--- src/rtl/mem_port_arbiter_if.sv ---
// Bundle of fetch, data and memory-side signals around the unified memory port arbiter.
// The slave modport is the arbiter's view; the master modport is the fetch/MEM/memory environment.
interface mem_port_arbiter_if #(
  parameter int unsigned ADDR_W = 32,
  parameter int unsigned DATA_W = 32
);
  localparam int unsigned BE_W = DATA_W / 8;

  logic              if_req;
  logic [ADDR_W-1:0] if_addr;
  logic              if_gnt;
  logic              if_rvalid;
  logic [DATA_W-1:0] if_rdata;

  logic              d_req;
  logic              d_we;
  logic [ADDR_W-1:0] d_addr;
  logic [DATA_W-1:0] d_wdata;
  logic [BE_W-1:0]   d_be;
  logic              d_gnt;
  logic              d_rvalid;
  logic [DATA_W-1:0] d_rdata;

  logic              mem_req;
  logic              mem_we;
  logic [ADDR_W-1:0] mem_addr;
  logic [DATA_W-1:0] mem_wdata;
  logic [BE_W-1:0]   mem_be;
  logic              mem_ready;
  logic              mem_rvalid;
  logic [DATA_W-1:0] mem_rdata;

  logic              stray_rvalid;

  modport slave (
    input  if_req, if_addr,
    output if_gnt, if_rvalid, if_rdata,
    input  d_req, d_we, d_addr, d_wdata, d_be,
    output d_gnt, d_rvalid, d_rdata,
    output mem_req, mem_we, mem_addr, mem_wdata, mem_be,
    input  mem_ready, mem_rvalid, mem_rdata,
    output stray_rvalid
  );

  modport master (
    output if_req, if_addr,
    input  if_gnt, if_rvalid, if_rdata,
    output d_req, d_we, d_addr, d_wdata, d_be,
    input  d_gnt, d_rvalid, d_rdata,
    input  mem_req, mem_we, mem_addr, mem_wdata, mem_be,
    output mem_ready, mem_rvalid, mem_rdata,
    input  stray_rvalid
  );
endinterface

--- src/rtl/mem_port_arbiter.sv ---
// Shares one single-ported memory between instruction fetch and the load/store path,
// one transaction in flight, data side favoured with a bounded-starvation guarantee for fetch.
module mem_port_arbiter #(
  parameter int unsigned ADDR_W       = 32,
  parameter int unsigned DATA_W       = 32,
  parameter int unsigned STARVE_LIMIT = 4
) (
  input  logic                 clk,
  input  logic                 rst_n,
  mem_port_arbiter_if.slave    bus
);
  localparam int unsigned BE_W  = DATA_W / 8;
  localparam int unsigned CNT_W = $clog2(STARVE_LIMIT + 1);
  localparam logic [CNT_W-1:0] LIMIT = CNT_W'(STARVE_LIMIT);

  typedef enum logic [1:0] {
    IDLE    = 2'd0,
    IF_WAIT = 2'd1,
    D_WAIT  = 2'd2
  } state_e;

  state_e            state_q;
  logic [CNT_W-1:0]  starve_q, starve_d;
  logic              stray_q, stray_d;

  logic              in_idle;
  logic              d_sel, i_sel;
  logic              if_gnt, d_gnt;
  logic              if_rvalid, d_rvalid;
  logic              mem_req, mem_we;
  logic [ADDR_W-1:0] mem_addr;
  logic [DATA_W-1:0] mem_wdata;
  logic [BE_W-1:0]   mem_be;
  logic [DATA_W-1:0] if_rdata, d_rdata;

  // Owner selection and memory-side drive; gated by rst_n so reset forces every output low.
  always_comb begin
    in_idle   = rst_n && (state_q == IDLE);
    d_sel     = in_idle && bus.d_req && (!bus.if_req || (starve_q < LIMIT));
    i_sel     = in_idle && bus.if_req && !d_sel;
    mem_req   = d_sel || i_sel;
    mem_we    = d_sel && bus.d_we;
    mem_addr  = '0;
    mem_wdata = '0;
    mem_be    = '0;
    if (d_sel) begin
      mem_addr = bus.d_addr;
      if (bus.d_we) begin
        mem_wdata = bus.d_wdata;
        mem_be    = bus.d_be;
      end else begin
        mem_be    = '1;
      end
    end else if (i_sel) begin
      mem_addr = bus.if_addr;
      mem_be   = '1;
    end
    d_gnt     = d_sel && bus.mem_ready;
    if_gnt    = i_sel && bus.mem_ready;
    if_rvalid = rst_n && (state_q == IF_WAIT) && bus.mem_rvalid;
    d_rvalid  = rst_n && (state_q == D_WAIT) && bus.mem_rvalid;
    if_rdata  = if_rvalid ? bus.mem_rdata : '0;
    d_rdata   = d_rvalid  ? bus.mem_rdata : '0;
  end

  // Starvation counter: counts data wins over a waiting fetch, saturating at the limit.
  always_comb begin
    starve_d = starve_q;
    if (!bus.if_req || if_gnt) begin
      starve_d = '0;
    end else if (d_gnt && (starve_q < LIMIT)) begin
      starve_d = starve_q + CNT_W'(1);
    end
    stray_d = stray_q | ((state_q == IDLE) && bus.mem_rvalid);
  end

  always_ff @(posedge clk or negedge rst_n) begin
    if (!rst_n) begin
      state_q  <= IDLE;
      starve_q <= '0;
      stray_q  <= 1'b0;
    end else begin
      starve_q <= starve_d;
      stray_q  <= stray_d;
      case (state_q)
        IDLE: begin
          if (if_gnt) begin
            state_q <= IF_WAIT;
          end else if (d_gnt && !bus.d_we) begin
            state_q <= D_WAIT;
          end
        end
        IF_WAIT: if (bus.mem_rvalid) state_q <= IDLE;
        D_WAIT:  if (bus.mem_rvalid) state_q <= IDLE;
        default: state_q <= IDLE;
      endcase
    end
  end

  assign bus.if_gnt       = if_gnt;
  assign bus.if_rvalid    = if_rvalid;
  assign bus.if_rdata     = if_rdata;
  assign bus.d_gnt        = d_gnt;
  assign bus.d_rvalid     = d_rvalid;
  assign bus.d_rdata      = d_rdata;
  assign bus.mem_req      = mem_req;
  assign bus.mem_we       = mem_we;
  assign bus.mem_addr     = mem_addr;
  assign bus.mem_wdata    = mem_wdata;
  assign bus.mem_be       = mem_be;
  assign bus.stray_rvalid = stray_q;
endmodule
--- src/flat_wrapper.sv ---
// flat-port wrapper written by rule: the top's interface ports become plain ports
module mem_port_arbiter_flat 
#(
  parameter int unsigned ADDR_W       = 32,
  parameter int unsigned DATA_W       = 32,
  parameter int unsigned STARVE_LIMIT = 4
)
  (clk, rst_n, bus_if_req, bus_if_addr, bus_if_gnt, bus_if_rvalid, bus_if_rdata, bus_d_req, bus_d_we, bus_d_addr, bus_d_wdata, bus_d_be, bus_d_gnt, bus_d_rvalid, bus_d_rdata, bus_mem_req, bus_mem_we, bus_mem_addr, bus_mem_wdata, bus_mem_be, bus_mem_ready, bus_mem_rvalid, bus_mem_rdata, bus_stray_rvalid);
  mem_port_arbiter_if #(.ADDR_W(ADDR_W), .DATA_W(DATA_W)) bus_i ();
  input  logic clk;
  input  logic rst_n;
  input wire logic [$bits(bus_i.if_req)-1:0] bus_if_req;
  input wire logic [$bits(bus_i.if_addr)-1:0] bus_if_addr;
  output wire logic [$bits(bus_i.if_gnt)-1:0] bus_if_gnt;
  output wire logic [$bits(bus_i.if_rvalid)-1:0] bus_if_rvalid;
  output wire logic [$bits(bus_i.if_rdata)-1:0] bus_if_rdata;
  input wire logic [$bits(bus_i.d_req)-1:0] bus_d_req;
  input wire logic [$bits(bus_i.d_we)-1:0] bus_d_we;
  input wire logic [$bits(bus_i.d_addr)-1:0] bus_d_addr;
  input wire logic [$bits(bus_i.d_wdata)-1:0] bus_d_wdata;
  input wire logic [$bits(bus_i.d_be)-1:0] bus_d_be;
  output wire logic [$bits(bus_i.d_gnt)-1:0] bus_d_gnt;
  output wire logic [$bits(bus_i.d_rvalid)-1:0] bus_d_rvalid;
  output wire logic [$bits(bus_i.d_rdata)-1:0] bus_d_rdata;
  output wire logic [$bits(bus_i.mem_req)-1:0] bus_mem_req;
  output wire logic [$bits(bus_i.mem_we)-1:0] bus_mem_we;
  output wire logic [$bits(bus_i.mem_addr)-1:0] bus_mem_addr;
  output wire logic [$bits(bus_i.mem_wdata)-1:0] bus_mem_wdata;
  output wire logic [$bits(bus_i.mem_be)-1:0] bus_mem_be;
  input wire logic [$bits(bus_i.mem_ready)-1:0] bus_mem_ready;
  input wire logic [$bits(bus_i.mem_rvalid)-1:0] bus_mem_rvalid;
  input wire logic [$bits(bus_i.mem_rdata)-1:0] bus_mem_rdata;
  output wire logic [$bits(bus_i.stray_rvalid)-1:0] bus_stray_rvalid;
  assign bus_i.if_req = bus_if_req;
  assign bus_i.if_addr = bus_if_addr;
  assign bus_if_gnt = bus_i.if_gnt;
  assign bus_if_rvalid = bus_i.if_rvalid;
  assign bus_if_rdata = bus_i.if_rdata;
  assign bus_i.d_req = bus_d_req;
  assign bus_i.d_we = bus_d_we;
  assign bus_i.d_addr = bus_d_addr;
  assign bus_i.d_wdata = bus_d_wdata;
  assign bus_i.d_be = bus_d_be;
  assign bus_d_gnt = bus_i.d_gnt;
  assign bus_d_rvalid = bus_i.d_rvalid;
  assign bus_d_rdata = bus_i.d_rdata;
  assign bus_mem_req = bus_i.mem_req;
  assign bus_mem_we = bus_i.mem_we;
  assign bus_mem_addr = bus_i.mem_addr;
  assign bus_mem_wdata = bus_i.mem_wdata;
  assign bus_mem_be = bus_i.mem_be;
  assign bus_i.mem_ready = bus_mem_ready;
  assign bus_i.mem_rvalid = bus_mem_rvalid;
  assign bus_i.mem_rdata = bus_mem_rdata;
  assign bus_stray_rvalid = bus_i.stray_rvalid;
  mem_port_arbiter #(.ADDR_W(ADDR_W), .DATA_W(DATA_W), .STARVE_LIMIT(STARVE_LIMIT)) u_core (.clk(clk), .rst_n(rst_n), .bus(bus_i));
endmodule
--- config.mk ---
export PLATFORM = sky130hd
export DESIGN_NAME = mem_port_arbiter_flat
export DESIGN_NICKNAME = d
export VERILOG_FILES = /design/src/rtl/mem_port_arbiter_if.sv /design/src/rtl/mem_port_arbiter.sv /design/src/flat_wrapper.sv
export SDC_FILE = /design/constraint.sdc
export NUM_CORES = 1
export LEC_CHECK = 0
export CAP_MARGIN = 0
export CORE_AREA = 2 2 109 111
export DETAILED_ROUTE_END_ITERATION = 8
export DIE_AREA = 0 0 111 113
export GPL_TIMING_DRIVEN = 0
export SLEW_MARGIN = 40
export SYNTH_ARGS = -nofsm -noshare
export SYNTH_HDL_FRONTEND = slang
export SYNTH_SLANG_ARGS = --single-unit
--- constraint.sdc ---
create_clock -name clk -period 2.4 [get_ports clk]
set_input_delay 0.24 -clock clk [delete_from_list [all_inputs] [get_ports clk]]
set_output_delay 0.24 -clock clk [all_outputs]
set_load 0.05 [all_outputs]
Word level (Yosys, flattened, before mapping) --
Cells that the tools add are included.
Word-level totals: register bits after elaboration 6, bits of input ports 139, output and inout port bits 139
Cells by class: $add $sub $neg 1, order comparisons 1, eq/ne operators 4, muxes and demuxes 15, bitwise operators 1, reduce and logical (&&, ||, !) cells 25
Operators by type and width (number):
- 32-bit 2-to-1 mux | 6
- 1-bit logical AND | 15
- 4-bit 2-to-1 mux | 3
- 2-bit 2-to-1 mux | 3
- 3-bit 2-to-1 mux | 2
- 2-bit case mux with 2 select lines | 1
- 3-bit by 1-bit adder with 3-bit output (second input constant) | 1
- 1-bit logical NOT | 3
- 1-bit logical OR | 3
- 3-bit < comparator (second input constant) | 1
- 3-bit by 2-bit != test with 1-bit output (second input constant) | 1
- 2-bit by 1-bit equality test with 1-bit output (second input constant) | 1
- 2-bit equality test (second input constant) | 1
- 2-bit logical NOT | 1
- 2-bit by 1-bit != test with 1-bit output (second input constant) | 1
- 2-bit AND reduction | 1
- 2-bit nonzero test | 1
- 2-bit OR reduction | 1
- 1-bit OR | 1

Logic depth before layout (Yosys ltp) --
depth in word-level cells 9, gate-level depth with buffers 7, gate-level depth less buffers 6

Worst setup path after synthesis --
OpenSTA, ideal clock, no wires.
path kind register to output, from reg u_core.state_q[0], to out bus_mem_be[0], data arrival time 2123 ps, required time 2160 ps, slack 37 ps, cell stages (with the launch flop) 6, buffers on the path 0, path through dfrtp_1 inv_1 ha_1 nand2_2 nor2_1 o21a_1
Between the ends: word-level cells in the longest chain between the ends 8, elaborated cells between the ends (all ways) 9, classes of those cells 2 x mux; 7 x reduce/logical
RTL lines:
- start: declaration | line mem_port_arbiter.sv:22 | state_e state_q;
- start signal: assignment | line mem_port_arbiter.sv:79 | state_q <= IDLE;
- start signal: assignment | line mem_port_arbiter.sv:88 | state_q <= IF_WAIT;
- start signal: assignment | line mem_port_arbiter.sv:90 | state_q <= D_WAIT;
- 2-bit logical NOT * | line mem_port_arbiter.sv:38 | in_idle = rst_n && (state_q == IDLE);
- 1-bit logical AND * | line mem_port_arbiter.sv:38
- 1-bit logical AND (2 in series) | line mem_port_arbiter.sv:39 | d_sel = in_idle && bus.d_req && (!bus.if_req || (starve_q < LIMIT));
- 1-bit logical NOT | line mem_port_arbiter.sv:40 | i_sel = in_idle && bus.if_req && !d_sel;
- 1-bit logical AND | line mem_port_arbiter.sv:40
- 4-bit 2-to-1 mux | line mem_port_arbiter.sv:54 | end else if (i_sel) begin
- 4-bit 2-to-1 mux * | line mem_port_arbiter.sv:46 | if (d_sel) begin
- end: declaration | line flat_wrapper.sv:29 | output wire logic [$bits(bus_i.mem_be)-1:0] bus_mem_be;
Every way passes the cells marked *; elsewhere a longest branch is shown, timed or not.

Worst setup path after layout --
from reg u_core.state_q[1], to out bus_if_rdata[18]
Between the ends: word-level cells in the longest chain between the ends 4
RTL lines:
- 2-bit by 1-bit equality test with 1-bit output | line mem_port_arbiter.sv:60 | if_rvalid = rst_n && (state_q == IF_WAIT) && bus.mem_rvalid;
- 1-bit logical AND (2 in series) | line mem_port_arbiter.sv:60
- 32-bit 2-to-1 mux | line mem_port_arbiter.sv:62 | if_rdata = if_rvalid ? bus.mem_rdata : '0;
- end: declaration | line flat_wrapper.sv:16 | output wire logic [$bits(bus_i.if_rdata)-1:0] bus_if_rdata;
No other way between the ends.

==> flow_summary.toml <==
[yosys]
syn_nets = 341
synth_edf_count = 0
yosys-top-cells-count = "66 x and2_1, 35 x and3_1, 32 x a22o_1, 7 x clkbuf_1, 6 x dfrtp_1"
synth_top_family_by_area = "simple AND/OR/NAND/NOR gates"
avgSynthCellArea_um2 = 7.31
synth_flop_cell = "dfrtp_1"
synth_cell_types = 28
synthTopCellsByArea = "and2_1 29%, a22o_1 19%, and3_1 15%"
synth_mux_area_share_pct = 0
yosys.cell_count.top_type = "and2_1"
synth-xor-area-share_pct = 0
synth_fa_ha_area_share_pct = 3.46
syn_inst = 198
synth_seq_cells = 6
synthArstFlopShare_pct = 100
yosys.area_share.simple_pct = 51.3
synth_top_area_share_pct = 28.5
synth_compound_area_share_pct = 26.4
syn-cell-area_um2 = 1450
synth_area_leader_cell = "and2_1"
seq_area_frac_synth_pct = 10.4
ys_warn_count = 0

[grt]
grt_overflow_total = 0
grt_pass1_vias = 2667
grt_max_degree = 13
grt_use_total_pct = 12.8
grt_antenna_before_repair = 0
grt_pass1_wl_um = 13200

[pwr]
leakage_nw = 2.14
power_density_nw_per_um2 = 595
power.total_mw = 2.54
ir_worst_vdd_uv = 270

[setup_path]
cp_top_family = "buffers and inverters"
crit_arrival_ns = 2.05
slowest_stage = "dlygate4sd2_1"
path_cells = "inv_1 -> ha_1 -> and3_1 -> buf_2 -> and2_1 -> dlygate4sd2_1"
critPathMaxStageDelay_ns = 0.52
cp-end-kind = "output pin"
critPathKind = "reg -> out"
crit_path_start_kind = "flip-flop"
required_ns = 2.16
crit_buf_inv = 3
ff2ff_setup_slack_ns = 0.86
path_max_fanout = 10

[cts]
cts_tree = "yes"
cts_buffer_depth = 2
clk_pin_slew_worst_paths_ns = 0.03
worst_skew_pair.late_latency_ns = 0.23
h-tree-depth = 1
cts_sinks = 6
cts_hold_buf = 0
cts_buffers = 3
cts_root_buf = "clkbuf_16"

[detailed_routing]
via_per_inst = 4.16
drtAntennaViolNets = 0
drc = 0
drt_wl_total_um = 8940
vias = 2591
drt_first_iter_violations = 71
drt_first_pass_iters = 4
wl_per_cell_um = 14.3

[floorplan]
core-area_um2 = 11300
start_util_pct = 12.8
row_count = 39
die_area_um2 = 12500
ios = 278
die_x_um = 111
dieHeight_um = 113

[placed_design]
io_buffer_count = 277
gp_congestion = 0.811
post-dp-hpwl_um = 7790
dp_slack_ns = -0.607
placedCellCount = 618

[final_layout]
nets = 625
drive_gt1_share_pct = 29.0
syn2layout_area_growth_pct = 195
final_cells = 623
fillers = 1163
num_antenna_cells = 0

[sta]
relSlewSlack_pct = 65.4
min_period_over_period_pct = 95.3
period_needed_ns = 2.29
setup_viol = 0
fmax_ghz = 0.437
final_hold_viol_count = 0
skew_ns = 0.000302
rsz0062_at_grt = "false"
drv_slew = 0
worst_pin_slew_ns = 0.518
setup_ws_ns = 0.114

[flow_run]
drv_cap = 0

[run_status]
status = "finished, final reports clean"

[worst_hold_path]
hold_path.class = "in -> async"
## layout by cell type (no fill, tap or decap), drive strengths merged, types with 2 or more instances in the layout
master,Yosys,layout
a22o,32,32
dfrtp,6,6
nand2b,2,2
dlymetal6s2s,0,6
inv,3,3
ha,4,4
nor2b,2,2
buf,9,47
nor2,4,4
clkbuf,10,35
clkdlybuf4s18,0,4
clkdlybuf4s50,0,138
and2,66,66
nand2,6,6
o21a,4,4
dlygate4sd2,0,14
a21oi,2,2
nand3,3,3
a21boi,2,2
clkdlybuf4s15,0,57
and3,35,35
## cell type report
type / instances / area (µm²) / area share [%]
clock buffer: 3 / 75.1 / 1.76
timing repair buffer: 279 / 2560 / 59.9
inverter: 3 / 11.3 / 0.264
multi-input combinational: 170 / 1180 / 27.6
buffer: 19 / 119 / 2.78
tap: 143 / 179 / 4.19
sequential: 6 / 150 / 3.52
## sequential cells by signal (all words and copies together), names as in the netlist
| register | flops |
|---|---|
| u_core.bus.stray_rvalid | 1 |
| u_core.starve_q | 3 |
| u_core.state_q | 2 |
## kinds of logic (layout without fill, tap and decap cells)
group	after synthesis	count (layout)
AO/OA/AOI/OAI	46	46
adder cells (fa/ha/maj)	4	4
buffers and inverters	22	304
flip-flops	6	6
AND/OR/NAND/NOR	120	120
## through the flow
stage / TNS, ns / area (µm²) / utilization, % / hold slack (ns)
floorplan: 0 / 1450 / - / -0.0556
global placement: -61.85 / 4400 / 39.0 / 0.437
detailed placement: -65.72 / 4400 / 39.0 / 0.471
CTS: 0 / 4380 / 38.9 / 0.0810
global route: 0 / 4270 / 37.9 / 0.0936
finish: 0 / 4270 / 37.9 / 0.0638
## final timing paths
check | start | to | cells past startpoint
worst max-delay path | u_core.state_q[1]$_DFFE_PN0P_ | bus_if_rdata[18] | 6
worst min-delay path | rst_n | u_core.starve_q[1]$_DFFE_PN0P_ | 1
worst max register to register | u_core.state_q[0]$_DFFE_PN0P_ | u_core.state_q[1]$_DFFE_PN0P_ | 7
worst min register to register | u_core.bus.stray_rvalid$_DFF_PN0_ | u_core.bus.stray_rvalid$_DFF_PN0_ | 1
max in group asynchronous | rst_n | u_core.bus.stray_rvalid$_DFF_PN0_ | 1
min in group clk | u_core.bus.stray_rvalid$_DFF_PN0_ | u_core.bus.stray_rvalid$_DFF_PN0_ | 1
## worst register-to-register path, stage by stage (launching register included)
cell	delay (ns)
dfrtp_1	0.37
inv_1	0.11
ha_2	0.25
nand2_2	0.12
nor2_4	0.18
buf_6	0.17
nand4b_1	0.11
a22oi_1	0.15
## power by group
group	leakage (nW)	total [mW]	switching, mW	internal [mW]
combinational	2.02	2.14	1.42	0.717
clock	0.0370	0.273	0.0585	0.214
sequential	0.0772	0.131	0.0102	0.121
total	2.14	2.54	1.49	1.05
## layer usage
layer  share of wire, %  track usage [%]  vias to the layer above
li1                   -                -                     1268
met1                 38             13.3                     1132
met2                 51             24.9                      173
met3                8.6             3.21                       18
met4                2.2             4.33                        0
met5                  0                0                        -
## repair_timing
item,in CTS,in global routing
endpoints found under the setup margin,138,110
hold endpoints to repair,0,0
pin swaps,1,1
gates cloned,0,0
setup buffers,0,2
gates resized for setup,399,55
Power figures use the tool's default switching activity.
